<file path="config.mk">
export PLATFORM = sky130hd
export DESIGN_NAME = nes_controller_poller
export DESIGN_NICKNAME = d
export VERILOG_FILES = /design/src/rtl/nes_pkg.sv /design/src/rtl/nes_edge_detect.sv /design/src/rtl/nes_controller_poller.sv
export SDC_FILE = /design/constraint.sdc
export NUM_CORES = 1
export LEC_CHECK = 0
export CELL_PAD_IN_SITES_DETAIL_PLACEMENT = 1
export CELL_PAD_IN_SITES_GLOBAL_PLACEMENT = 2
export CORE_ASPECT_RATIO = 0.8
export CORE_MARGIN = 1.5
export CORE_UTILIZATION = 34
export CTS_CLUSTER_DIAMETER = 60
export DETAILED_ROUTE_END_ITERATION = 6
export HOLD_SLACK_MARGIN = 0.1
export PLACE_DENSITY_LB_ADDON = 0.05
export SYNTH_ARGS = -nofsm -noshare
export SYNTH_HDL_FRONTEND = slang
export SYNTH_HIERARCHICAL = 1
export SYNTH_SLANG_ARGS = --single-unit
</file>
<file path="constraint.sdc">
create_clock -name clk -period 2.4 [get_ports clk]
set_input_delay 0.48 -clock clk [delete_from_list [all_inputs] [get_ports clk]]
set_output_delay 0.48 -clock clk [all_outputs]
set_load 0.01 [all_outputs]
</file>
<file path="src/rtl/nes_pkg.sv">
`default_nettype none
// +-----------------------------------------------------------------------+
// | Package     : nes_pkg                                                 |
// | Description : Shared constants for the NES controller poller: button  |
// |               width, button bit positions and FSM state encodings.    |
// | Revision    : 1.0 - initial release                                   |
// +-----------------------------------------------------------------------+
package nes_pkg;

  localparam int BUTTON_BITS = 8;

  // Bit positions inside one controller byte (first shifted bit in MSB).
  localparam int BTN_A      = 7;
  localparam int BTN_B      = 6;
  localparam int BTN_SELECT = 5;
  localparam int BTN_START  = 4;
  localparam int BTN_UP     = 3;
  localparam int BTN_DOWN   = 2;
  localparam int BTN_LEFT   = 1;
  localparam int BTN_RIGHT  = 0;

  // Poller FSM state encodings.
  typedef logic [2:0] state_t;
  localparam logic [2:0] ST_IDLE      = 3'd0;
  localparam logic [2:0] ST_START     = 3'd1;
  localparam logic [2:0] ST_WAIT_LOW  = 3'd2;
  localparam logic [2:0] ST_WAIT_HIGH = 3'd3;
  localparam logic [2:0] ST_COMMIT    = 3'd4;

endpackage : nes_pkg
`default_nettype wire

</file>
<file path="src/rtl/nes_edge_detect.sv">
`default_nettype none
// +-----------------------------------------------------------------------+
// | Module      : nes_edge_detect                                         |
// | Description : One controller's held-state register plus one-cycle     |
// |               pressed/released masks, loaded on a commit strobe.      |
// | Revision    : 1.0 - initial release                                   |
// +-----------------------------------------------------------------------+
module nes_edge_detect
  import nes_pkg::*;
(
  input  logic                   clk,
  input  logic                   rst_n,
  input  logic                   i_commit,
  input  logic [BUTTON_BITS-1:0] i_capture,
  output logic [BUTTON_BITS-1:0] o_held,
  output logic [BUTTON_BITS-1:0] o_pressed,
  output logic [BUTTON_BITS-1:0] o_released
);

  logic [BUTTON_BITS-1:0] r_held;
  logic [BUTTON_BITS-1:0] r_pressed;
  logic [BUTTON_BITS-1:0] r_released;

  // On commit, compare the new capture against the held state; masks clear on every other cycle.
  always_ff @(posedge clk or negedge rst_n) begin
    if (!rst_n) begin
      r_held     <= '0;
      r_pressed  <= '0;
      r_released <= '0;
    end else if (i_commit) begin
      r_held     <= i_capture;
      r_pressed  <= i_capture & ~r_held;
      r_released <= ~i_capture & r_held;
    end else begin
      r_pressed  <= '0;
      r_released <= '0;
    end
  end

  assign o_held     = r_held;
  assign o_pressed  = r_pressed;
  assign o_released = r_released;

endmodule : nes_edge_detect
`default_nettype wire

</file>
<file path="src/rtl/nes_controller_poller.sv">
`default_nettype none
// +-----------------------------------------------------------------------+
// | Module      : nes_controller_poller                                   |
// | Description : Periodically triggers a controller fetch, waits for a   |
// |               fresh valid edge, and publishes held state plus         |
// |               pressed/released masks per controller.                  |
// | Revision    : 1.0 - initial release                                   |
// +-----------------------------------------------------------------------+
module nes_controller_poller
  import nes_pkg::*;
#(
  parameter int NUM_CONTROLLERS = 4,
  parameter int POLL_PERIOD     = 100000,
  parameter int TIMEOUT_CYCLES  = 4096
) (
  input  logic                                 clk,
  input  logic                                 rst_n,
  input  logic                                 enable_i,
  output logic                                 start_fetch_o,
  input  logic                                 valid_i,
  input  logic [BUTTON_BITS*NUM_CONTROLLERS-1:0] data_LIST_i,
  output logic [BUTTON_BITS*NUM_CONTROLLERS-1:0] buttons_LIST_o,
  output logic [BUTTON_BITS*NUM_CONTROLLERS-1:0] pressed_LIST_o,
  output logic [BUTTON_BITS*NUM_CONTROLLERS-1:0] released_LIST_o,
  output logic                                 update_o,
  output logic                                 timeout_o
);

  localparam int C_PW = (POLL_PERIOD    > 1) ? $clog2(POLL_PERIOD)    : 1;
  localparam int C_WW = (TIMEOUT_CYCLES > 1) ? $clog2(TIMEOUT_CYCLES) : 1;
  localparam int C_DW = BUTTON_BITS * NUM_CONTROLLERS;

  state_t            r_state;
  logic [C_PW-1:0]   r_period;
  logic [C_WW-1:0]   r_wait;
  logic [C_DW-1:0]   r_capture;
  logic              r_start;
  logic              r_update;
  logic              r_timeout;

  logic              w_tick;
  logic              w_wait_done;
  logic              w_commit;

  assign w_tick      = enable_i && (r_period == C_PW'(POLL_PERIOD - 1));
  assign w_wait_done = (r_wait == C_WW'(TIMEOUT_CYCLES - 1));
  assign w_commit    = (r_state == ST_COMMIT);

  // Free-running poll period counter: advances whenever enabled, independent of fetch progress.
  always_ff @(posedge clk or negedge rst_n) begin
    if (!rst_n) begin
      r_period <= '0;
    end else if (enable_i) begin
      if (w_tick) r_period <= '0;
      else        r_period <= r_period + 1'b1;
    end
  end

  // Fetch sequencer; a tick arriving while a fetch is in flight is dropped (no queued start).
  always_ff @(posedge clk or negedge rst_n) begin
    if (!rst_n) begin
      r_state   <= ST_IDLE;
      r_wait    <= '0;
      r_capture <= '0;
      r_start   <= 1'b0;
      r_update  <= 1'b0;
      r_timeout <= 1'b0;
    end else begin
      r_start   <= 1'b0;
      r_update  <= 1'b0;
      r_timeout <= 1'b0;
      case (r_state)
        ST_IDLE: begin
          if (w_tick) begin
            r_state <= ST_START;
            r_start <= 1'b1;
            r_wait  <= '0;
          end
        end
        // Wait counter reads 0 during START, so it equals cycles elapsed since the pulse.
        ST_START: begin
          r_state <= ST_WAIT_LOW;
          r_wait  <= r_wait + 1'b1;
        end
        // Must see valid drop first so a stale high valid is never captured.
        ST_WAIT_LOW: begin
          if (w_wait_done) begin
            r_state   <= ST_IDLE;
            r_timeout <= 1'b1;
          end else begin
            r_wait <= r_wait + 1'b1;
            if (!valid_i) r_state <= ST_WAIT_HIGH;
          end
        end
        ST_WAIT_HIGH: begin
          if (valid_i) begin
            r_capture <= data_LIST_i;
            r_state   <= ST_COMMIT;
          end else if (w_wait_done) begin
            r_state   <= ST_IDLE;
            r_timeout <= 1'b1;
          end else begin
            r_wait <= r_wait + 1'b1;
          end
        end
        // Edge slices load this cycle; a tick landing here starts the next fetch directly.
        ST_COMMIT: begin
          r_update <= 1'b1;
          if (w_tick) begin
            r_state <= ST_START;
            r_start <= 1'b1;
            r_wait  <= '0;
          end else begin
            r_state <= ST_IDLE;
          end
        end
        default: r_state <= ST_IDLE;
      endcase
    end
  end

  for (genvar g = 0; g < NUM_CONTROLLERS; g++) begin : g_ctrl
    nes_edge_detect u_slice (
      .clk        (clk),
      .rst_n      (rst_n),
      .i_commit   (w_commit),
      .i_capture  (r_capture[g*BUTTON_BITS +: BUTTON_BITS]),
      .o_held     (buttons_LIST_o[g*BUTTON_BITS +: BUTTON_BITS]),
      .o_pressed  (pressed_LIST_o[g*BUTTON_BITS +: BUTTON_BITS]),
      .o_released (released_LIST_o[g*BUTTON_BITS +: BUTTON_BITS])
    );
  end

  assign start_fetch_o = r_start;
  assign update_o      = r_update;
  assign timeout_o     = r_timeout;

endmodule : nes_controller_poller
`default_nettype wire

</file>
# Word level (Yosys, flattened, before mapping)
# Cells that the tools add are included.
word_totals:
  regBits: 163
  output_inout_bits: 99
  elab_cells: 81
  in_bits: 36
classes:
  muxes: 26
  bitwise: 16
  reduce_logical: 7
  add_sub_neg: 2
  eq_ne: 11
op_table:
  columns: ["operator", "n"]
  rows:
  - ["$and 8x8->8", 8]
  - ["$mux 8", 8]
  - ["$not 8->8", 8]
  - ["$pmux 12 s4", 1]
  - ["$mux 12", 3]
  - ["$add 17x1->17 const B", 1]
  - ["$eq 17x17->1 const B", 1]
  - ["$mux 17", 1]
  - ["$mux 3", 5]
  - ["$pmux 3 s5", 1]
  - ["$add 12x1->12 const B", 1]
  - ["$eq 12x12->1 const B", 1]
  - ["$eq 3x2->1 const B", 2]
  - ["$mux 1", 6]
  - ["$ne 3x3->1 const B", 2]
  - ["$reduce_and 3->1", 2]
  - ["$ne 2x2->1 const B", 2]
  - ["$reduce_bool 4->1", 1]
  - ["$eq 3x1->1 const B", 1]
  - ["$eq 3x3->1 const B", 1]
  - ["$logic_not 3->1", 1]
  - ["$ne 2x1->1 const B", 1]
  - ["$pmux 1 s2", 1]
  - ["$reduce_and 2->1", 1]
  - ["2 further kinds", 2]

# Logic depth before layout (Yosys ltp)
# Gate-level depths: netlist of run 1.
logic_depth:
  depth_word: 4
  depth_mapped: 7
  depth_no_buf: 6

# By module
# The synthesis of run 1 kept the hierarchy.
by_module_without_submodules:
  columns: ["mod", "seq_area_each_um2", "area_each_um2", "cells_each", "instances"]
  rows:
  - ["nes_edge_detect", 600.6, 877.1, 51, 4]
  - ["nes_controller_poller", 1676.6, 2966.6, 312, 1]

# Least setup slack after synthesis of run 1
# Ideal clock, no wire load.
synth_path:
  kind: "register to register"
  from: "reg r_state[0]"
  to: "reg g_ctrl[0].u_slice.r_held[3]"
  path_stages_with_launch: 6
  arrival_ps: 1588
  setup_time_ps: 125
  period_less_slack_ps: 1713
  required_time_ps: 2275
  path_buffers: 2
  slack_ps: 687
  path_cell_list: "dfrtp_1 nor2_1 and2_1 buf_6 buf_8 mux2_4"
synth_via:
  elab_chain_cells: 1
synth_rtl:
  columns: ["element", "line_no", "text"]
  rows:
  - ["from (decl)", "nes_controller_poller.sv:33", "state_t r_state;"]
  - ["from (signal assigned)", "nes_controller_poller.sv:62", "r_state <= ST_IDLE;"]
  - ["from (signal assigned)", "nes_controller_poller.sv:75", "r_state <= ST_START;"]
  - ["from (signal assigned)", "nes_controller_poller.sv:82", "r_state <= ST_WAIT_LOW;"]
  - ["$eq 3x3->1", "nes_controller_poller.sv:47", "assign w_commit = (r_state == ST_COMMIT);"]
  - ["via w_commit", "nes_controller_poller.sv:43", "logic w_commit;"]
  - ["to (signal assigned)", "nes_edge_detect.sv:31", "r_held <= i_capture;"]
  - ["to (decl)", "nes_edge_detect.sv:20", "logic [BUTTON_BITS-1:0] r_held;"]
# The timed path passes the listed nets, and every way through them passes these cells.
# A chain may end at the register's enable or synchronous reset.

# Worst setup path after layout of run 1
layout_path:
  from: "reg r_wait[0]"
  to: "reg r_wait[9]"
layout_via:
  elab_chain_cells: 4
  word_cells_on_any_way: 5
  cone_classes: "add/sub (1); eq/ne (1); mux (3)"
layout_rtl:
  columns: ["element", "line_no", "text"]
  rows:
  - ["from (decl)", "nes_controller_poller.sv:35", "logic [C_WW-1:0] r_wait;"]
  - ["from (signal assigned)", "nes_controller_poller.sv:83", "r_wait <= r_wait + 1'b1;"]
  - ["from (signal assigned)", "nes_controller_poller.sv:91", "r_wait <= r_wait + 1'b1;"]
  - ["from (signal assigned)", "nes_controller_poller.sv:103", "r_wait <= r_wait + 1'b1;"]
  - ["$add 12x1->12 or $eq 12x12->1 (tied branches)", null, null]
  - ["$mux 12", "nes_controller_poller.sv:87, nes_controller_poller.sv:99", null]
  - ["$mux 12", "nes_controller_poller.sv:96", "if (valid_i) begin"]
  - ["$pmux 12 s4 (*)", "nes_controller_poller.sv:72", "case (r_state)"]
# Mark *: on every way between the ends. The rest lies on a longest branch, timed or not. The select of a mux whose other input is x is not followed.

==> results of run 1 <==
-- layout make-up --
type                    instances  share of cell area, %
clock buffers                  20                   5.09
clock inverters                11                   1.74
inverters                       3                  0.128
multi-input cells             329                   25.4
flip-flops and latches        163                   46.5
well taps                     253                   3.61
repair buffers                153                   17.5
-- per-layer routing --
layer / part of all wire (%) / up-vias / global-route usage (%)
met5: 0 / - / 0
met4: 0.97 / 0 / 4.88
met3: 6.5 / 12 / 5.81
met2: 45 / 97 / 24.9
met1: 47 / 2167 / 21.8
li1: - / 2057 / -
-- kinds of logic after synthesis --
| kind of cell | share of synthesized area, % |
|---|---|
| flip-flops | 63.0 |
| XOR/XNOR | 1.89 |
| multiplexers | 7.27 |
| AO/OA/AOI/OAI | 2.71 |
| AND/OR/NAND/NOR | 22.1 |
| adder cells (fa/ha/maj) | 0.386 |
| buffers and inverters | 2.67 |
-- critical path: stages, from the launching register on --
cell,delay (ps)
dfrtp_1,430
ha_1,250
nand2_1,150
nor4_4,510
nor2b_2,90
nor3b_1,160
a211o_1,260
-- path summary, 6_finish.rpt --
kind	to	slack, ps	depth (start not counted)
max	r_wait[9]$_DFFE_PN0P_	440	6
min	r_period[4]$_DFFE_PN0P_	480	1
max reg2reg	r_wait[9]$_DFFE_PN0P_	440	6
min reg2reg	r_period[4]$_DFFE_PN0P_	480	1
max in group asynchronous	g_ctrl[3].u_slice/o_released[4]$_DFF_PN0_	1110	3
min in group asynchronous	r_wait[8]$_DFFE_PN0P_	600	2
-- placed cells by master, fill, tap and decap left out, drive strengths merged, types with 6 or more instances in the layout --
cell type	netlist	routed
and3b	64	64
mux2	32	32
nand4	7	7
dfrtp	163	163
and3	6	6
nand3	12	12
nor3	9	9
a21oi	6	6
clkbuf	10	20
clkdlybuf4s50	0	133
nor2	21	21
xor2	8	8
xnor2	6	6
buf	11	19
nand2	114	114
-- through the flow --
stage / worst slack (ps) / utilization (%) / hold WS [ps] / cells
CTS: 414 / 47.7 / 486 / 932
finish: 442 / 47.7 / 481 / 932
detailed placement: 154 / 44.4 / 472 / 900
floorplan: 687 / - / 184 / 516
global route: 292 / 47.7 / 497 / 932
global placement: 208 / 44.4 / 455 / 900
-- sequential cells by signal, indices dropped and copies added (netlist names) --
name                       flops
g_ctrl.u_slice/o_held         32
g_ctrl.u_slice/o_pressed      32
g_ctrl.u_slice/o_released     32
r_capture                     32
r_period                      17
r_state                        3
r_wait                        12
start_fetch_o                  1
timeout_o                      1
update_o                       1
-- power by group --
group / switching, mW / internal (mW) / leakage, nW
Sequential: 0.571 / 3.34 / 2.17
Combinational: 0.888 / 1.11 / 1.84
Clock: 1.10 / 1.67 / 0.283
Total: 2.56 / 6.11 / 4.30
==> metrics.txt, run 1 <==
status finished, final reports clean; Seq/Total Area, Yosys 63.0%; type of origin of the critical path flop; worst r2r src r_wait[0]$_DFFE_PN0P_; Die Wd 157 um; Final setup violation count 0; Unique masters post-synth between 50 and 60; Syn Nets between 500 and 600; endpoint class of the critical path flop; total gr overflow 0; CTS clk-pin slew, worst paths approximately 60 ps; H-tree depth 4; Setup TNS Final 0 ps; I/O pin total approximately 140; Cell Rows 44; top post-synthesis cells by count dfrtp_1 (163), nand2_1 (113), and3b_1 (64); Fin. Hold Viols 0; crit path max fanout 6; number of global-route vias before repair around 4600; syn avg cell area 12.5 um2; most common cell in the synthesized netlist dfrtp_1; initial antenna violation count 0; min-delay src r_period[4]$_DFFE_PN0P_; synth top area cells dfrtp_1 (63%), and3b_1 (8.7%), nand2_1 (6.6%), mux2_4 (3.7%), mux2_2 (2.8%); multi-input logic area 0.00223 mm2; synthesis-to-finish area growth 35.4%; die area a little under 0.02 mm2; Worst Clk Skew around 6.3 ps; Tmin final slightly below 2000 ps; HP Class flop to flop; Top FF cell, synth dfrtp_1; Filler cells 1961; CP startpoint r_wait[0]$_DFFE_PN0P_; Yosys top cell by area dfrtp_1; Synth Instances about 520; nets@finish 705; CP Class flop to flop; Root Driver clkbuf_16; relative slew slack 66.2%; Final Cell Area roughly 0.0088 mm2; Post-synth ARST share 100%; worst slew pin tran approximately 510 ps; post-synth top area share between 60% and 70%; Tot GR Track Use between 10% and 20%; TritonRoute pass-1 iters 4; Max-cap violations 0; Clock Path Buffers 2; synth warn 6; first-pass GRT wire length ~25000 um; total chip power about 8.7 mW; Resized Gates After CTS 0; Hold Buf Count CTS 1; WL final between 15000 and 20000 um; dpl cell area about 0.008 mm2; n_diodes 0; Tcrit/Tclk final about four fifths; Worst VDD drop slightly below 0.5 mV; post-detailed-route count of antenna-violating nets 0; Post-CTS Setup Inserts 0; Seq cells post-synth 163; Die Y 126 um; Pleak 4.30 nW; RSZ-0062 raised after global routing false; Routability Congestion roughly 0.78; clock tree sinks between 150 and 200; Via density 4.65; CTS tree built; Core Region around 0.018 mm2; IO buf count ~130; Slew Limit Fails 0; largest net degree at the start of global routing between 50 and 60; Synth Cell Area approximately 0.0065 mm2; fraction of layout cells with a size suffix above 1 between 10% and 20%; Achievable Freq approximately 500 MHz; Vias 4333; register area approximately 0.004 mm2; CP arrival 2260 ps; Initial Util a little over a third; critical path required time about 2700 ps; Post-synth EDFFs 0; Residual DRC 0; pwr dens approximately 990 mW/mm2; HPWL Detailed roughly 10000 um; total CTS buffers 17; Avg WL per Cell about 16 um; Worst-Skew Late Latency approximately 420 ps; drt first-iter violations 232
Power figures use the tool's default switching activity.
==> run 2, diff against run 1 <==
==> constraint.sdc (replaced) <==
create_clock -name clk -period 1.95 [get_ports clk]
set_input_delay 0.39 -clock clk [delete_from_list [all_inputs] [get_ports clk]]
set_output_delay 0.39 -clock clk [all_outputs]
set_load 0.01 [all_outputs]
==> run 2 against run 1 <==
Worst hold slack worse by 17 ps. Die area stayed put. Clock power increased by 25%. Global-route usage rose by 0.65 points. Critical path type unchanged.
==> metrics.txt, run 2 (synthesis results as in run 1) <==
die area 0.0199 mm2; pwr dens approximately 1200 mW/mm2; status finished, final reports clean; Vias ~4400; register area ~0.004 mm2; initial antenna violation count 0; post-detailed-route count of antenna-violating nets 0; CTS clk-pin slew, worst paths approximately 70 ps; Gate power share a little under a quarter; Fin. Hold Viols 0; Crit-path slowest cell dfrtp_1; Switching Fraction 29.9%; crit path max fanout 6; nets@finish 721; RSZ-0062 raised after global routing false; drt first-iter violations between 150 and 200; Initial Util around a third; synthesis-to-finish area growth 38.2%; reg-to-reg slack, setup roughly 140 ps; Post-CTS Setup Inserts 0; number of global-route vias before repair between 4000 and 5000; Tot GR Track Use 17.0%; relative slew slack 69.7%; crit path cell chain ha_1 > nand2_1 > nor4_4 > nor2_1 > buf_4 > nand2_4 > buf_4 > o2bb2ai_1; Reg-to-Reg End r_wait[7]$_DFFE_PN0P_; Die Y ~130 um; Routability Congestion around 0.75; worst slew pin tran between 400 and 500 ps; Pleak between 4 and 5 nW; total CTS buffers 17; Worst Clk Skew between 10 and 15 ps; WL final approximately 16000 um; I/O pin total about 140; Tcrit/Tclk final between 90 and 100%; total gr overflow 0; worst r2r src r_wait[0]$_DFFE_PN0P_; CTS tree built; first-pass GRT wire length 25600 um; Finished Core Util 48.7%; IO buf count around 130; CP arrival roughly 2200 ps; CP max stage delay approximately 400 ps; HPWL Detailed ~11000 um; type of origin of the critical path flop; CP Class flop to flop; Die Wd around 160 um; HP Class primary input to async pin; multi-input logic area ~0.0022 mm2; Slew Limit Fails 0; Seq pwr share 44.3%; n_diodes 0; Setup TNS Final 0 ps; Residual DRC 0; most frequent cells in the layout dfrtp_1 (163), clkdlybuf4s50_1 (133), nand2_1 (113), and3b_1 (64), buf_4 (26); H-tree depth 4; endpoint class of the critical path flop; clock tree sinks approximately 160; TritonRoute pass-1 iters 4; Clock Path Buffers 2; fraction of layout cells with a size suffix above 1 15.8%; Worst-Skew Late Latency between 400 and 500 ps; most common cell after layout, fill and taps aside dfrtp_1; Root Driver clkbuf_16; Filler cells about 1900; critical path required time 2290 ps; Tmin final between 1500 and 2000 ps; FF-to-FF path depth 8; Pint approximately 7.6 mW; Max-cap violations 0; P_sw 3.26 mW; Achievable Freq around 550 MHz; Clock Power Share a little under a third; largest net degree at the start of global routing between 40 and 50; most repeated library cell on the critical path buf_4; Via density between 4 and 5; Core Region about 0.018 mm2; Worst VDD drop between 0.5 and 0.6 mV; Cell Rows 44; Avg WL per Cell ~17 um; Final setup violation count 0
run 2: worst max-delay path: cells and delay by family (launching register included):
family,cells,cell delay [ps]
AO/OA/AOI/OAI,1,110
adder cells (fa/ha/maj),1,190
buffers and inverters,2,300
flip-flops,1,410
AND/OR/NAND/NOR,4,740
run 2: final cells by class:
cell class                      count  share of cell area (%)
Tap cell                          253                    3.54
Clock inverter                     13                    1.93
Sequential cell                   163                    45.6
Clock buffer                       19                    4.84
Multi-Input combinational cell    329                    24.9
Inverter                            3                   0.126
Timing Repair Buffer              169                    19.1
run 2: repair_timing:
| action | in CTS | in global routing |
|---|---|---|
| gates resized for setup | 0 | 0 |
| endpoints found under the hold margin | 39 | 0 |
| hold buffers | 1 | 0 |
run 2: stage by stage:
| step | cells | worst slack [ps] | power [mW] | area [um2] | hold slack (ps) |
|---|---|---|---|---|---|
| 3_3_place_gp | 916 | -95.8 | 7.36 | 8330 | 358 |
| 5_1_grt | 949 | 29.3 | 11.5 | 8950 | 475 |
| 2_1_floorplan | 516 | 237 | 6.10 | 6470 | 94.4 |
| 6_report | 949 | 139 | 10.9 | 8950 | 464 |
| 4_1_cts | 949 | 106 | 11.1 | 8950 | 469 |
| 3_5_place_dp | 916 | -125 | 7.50 | 8330 | 361 |
run 2: metal layers:
metal | global-route usage (%) | part of all wire [%]
met1 | 22.3 | 46
met5 | 0 | 0
met4 | 4.83 | 0.91
met3 | 6.22 | 6.8
met2 | 26.3 | 46
run 2: how the worst max path moves through the flow:
stage                                                       start                                       to  slack [ps]  cells after the start
final                                       r_wait[0]$_DFFE_PN0P_                    r_wait[7]$_DFFE_PN0P_         140                      8
after global routing                        r_wait[8]$_DFFE_PN0P_                    r_wait[8]$_DFFE_PN0P_          30                      7
after CTS                 g_ctrl[3].u_slice/o_held[3]$_DFFE_PN0P_                       buttons_LIST_o[27]         110                      1
after detailed placement                                 enable_i                    r_wait[9]$_DFFE_PN0P_        -120                      6
after global placement                                   enable_i                    r_wait[9]$_DFFE_PN0P_        -100                      6
after floorplan                            r_state[0]$_DFFE_PN0P_  g_ctrl[0].u_slice/o_held[3]$_DFFE_PN0P_         240                      5
run 2: power by group through the flow:
| stage | logic [mW] | registers (mW) | clock network, mW |
|---|---|---|---|
| CTS | 2.67 | 4.82 | 3.57 |
| global placement | 2.57 | 4.79 | 0 |
| detailed placement | 2.64 | 4.86 | 0 |
| global route | 2.87 | 4.95 | 3.70 |
| finish | 2.61 | 4.82 | 3.46 |
| floorplan | 1.32 | 4.79 | 0 |
==> run 3, diff against run 2 <==
--- a/config.mk
+++ b/config.mk
@@ -13,7 +13,7 @@
 export CTS_CLUSTER_DIAMETER = 60
 export DETAILED_ROUTE_END_ITERATION = 6
 export HOLD_SLACK_MARGIN = 0.1
-export PLACE_DENSITY_LB_ADDON = 0.05
+export PLACE_DENSITY_LB_ADDON = 0.1
 export SYNTH_ARGS = -nofsm -noshare
 export SYNTH_HDL_FRONTEND = slang
 export SYNTH_HIERARCHICAL = 1
==> run 3 against run 2 <==
Sequential cell count did not move. First-iteration DRC count shrank 2.9%. Sequential share of layout area grew 0.32 points. Clock power rose by 2%. Final area fell by 0.70%. Non-clock buffer count down 6. Largest power group unchanged.
==> metrics.txt, run 3 (synthesis results as in run 1) <==
status finished, final reports clean; critical path required time 2290 ps; Clock Power Share 32.6%; initial antenna violation count 0; P_sw approximately 3.2 mW; Initial Util between 30% and 40%; Worst Clk Skew approximately 18 ps; Cell Rows 44; total gr overflow 0; H-tree depth 4; number of global-route vias before repair between 4000 and 5000; Via density about 4.7; CP Class flop to flop; Core Region 0.0184 mm2; Switching Fraction between 20% and 30%; relative slew slack 70.6%; CP arrival 2140 ps; nets@finish roughly 700; Post-CTS Setup Inserts 0; pwr dens 1220 mW/mm2; Final setup violation count 0; die area 0.0199 mm2; post-detailed-route count of antenna-violating nets 0; HP Class primary input to async pin; Filler cells around 1900; CTS clk-pin slew, worst paths 60 ps; Residual DRC 0; Die Y approximately 130 um; Root Driver clkbuf_16; Slew Limit Fails 0; top routing layer used met4; n_diodes 0; synthesis-to-finish area growth 37.2%; Fin. Hold Viols 0; fraction of layout cells with a size suffix above 1 between 10% and 20%; Die Wd 157 um; total chip power roughly 11 mW; CTS tree built; M1 WL just over 7000 um; most frequent cells in the layout dfrtp_1 (163), clkdlybuf4s50_1 (133), nand2_1 (113), and3b_1 (64), buf_4 (23); Worst VDD drop 0.551 mV; Routability Congestion 0.745; Tcrit/Tclk final around 93%; worst slew pin tran roughly 440 ps; routed wl met3 slightly above 1000 um; Pleak 4.37 nW; I/O pin total approximately 140; Tmin final around 1800 ps; total CTS buffers 17; Max-cap violations 0; largest net degree at the start of global routing 56; clock tree sinks 163; Avg WL per Cell roughly 16 um; drt first-iter violations between 150 and 200; Vias 4382; type of origin of the critical path flop; Setup TNS Final 0 ps; WL final about 15000 um; # placed instances between 900 and 1000; first-pass GRT wire length approximately 25000 um; met2 wire length just over 7000 um; most common cell after layout, fill and taps aside dfrtp_1; IO buf count 134; Gate power share approximately 23%; HPWL Detailed about 11000 um; crit path max fanout 7; endpoint class of the critical path flop; Tot GR Track Use 16.6%; Achievable Freq ~550 MHz; Clock Path Buffers 2; Worst-Skew Late Latency ~430 ps; TritonRoute pass-1 iters 6; RSZ-0062 raised after global routing false; Pint 7.70 mW; Seq pwr share between 40% and 50%; non-filler cells, final 942
run 3: area by class of cell:
cell class | instances | area [um2] | area share (%)
Timing Repair Buffer | 163 | 1630 | 18.3
Inverter | 3 | 11.3 | 0.127
Multi-Input combinational cell | 329 | 2230 | 25.1
Tap cell | 253 | 317 | 3.56
Sequential cell | 163 | 4080 | 45.9
Clock buffer | 18 | 439 | 4.94
Clock inverter | 13 | 184 | 2.07
run 3: critical path, cell delays in order (launching register included):
cell	delay (ps)
dfrtp_1	490
nand4_4	200
nor4_4	430
nor2_1	90
buf_4	170
nand2_4	120
buf_4	120
o2bb2ai_1	100
run 3: stage by stage:
stage                     setup slack (ps)  utilization (%)  hold slack, ps  area (um2)
final                                  146             48.3             411        8880
after detailed placement              -110             44.9             287        8250
after global routing                  1.84             48.3             411        8880
after floorplan                        237                -            94.4        6470
after CTS                             9.17             48.3             405        8880
after global placement               -72.3             44.9             285        8250
run 3: final timing paths:
kind,start,endpoint,slack (ps),cells past startpoint
worst max register to register,r_wait[3]$_DFFE_PN0P_,r_wait[8]$_DFFE_PN0P_,150,7
max in group asynchronous,rst_n,g_ctrl[0].u_slice/o_released[4]$_DFF_PN0_,880,3
worst min-delay path,rst_n,r_wait[7]$_DFFE_PN0P_,410,2
worst max-delay path,r_wait[3]$_DFFE_PN0P_,r_wait[8]$_DFFE_PN0P_,150,7
min in group clk,r_period[4]$_DFFE_PN0P_,r_period[4]$_DFFE_PN0P_,480,1
worst min register to register,r_period[4]$_DFFE_PN0P_,r_period[4]$_DFFE_PN0P_,480,1
run 3: repair_timing:
action                                  in CTS  in global routing
gates resized for setup                      0                  1
endpoints found under the hold margin       23                  0
hold buffers                                 1                  0
endpoints found under the setup margin       0                  9
run 3: power by group through the flow:
stage	clock (mW)	combinational, mW	sequential, mW
finish	3.54	2.52	4.79
global placement	0	2.47	4.80
CTS	3.64	2.57	4.80
detailed placement	0	2.55	4.86
floorplan	0	1.32	4.79
global route	3.80	2.81	4.94
run 3: layer usage:
layer  GRT usage (%)  vias to the layer above
met4            4.16                        0
met2            25.7                      104
met3            6.56                       10
met5               0                        -
met1            21.9                     2191
li1                -                     2077
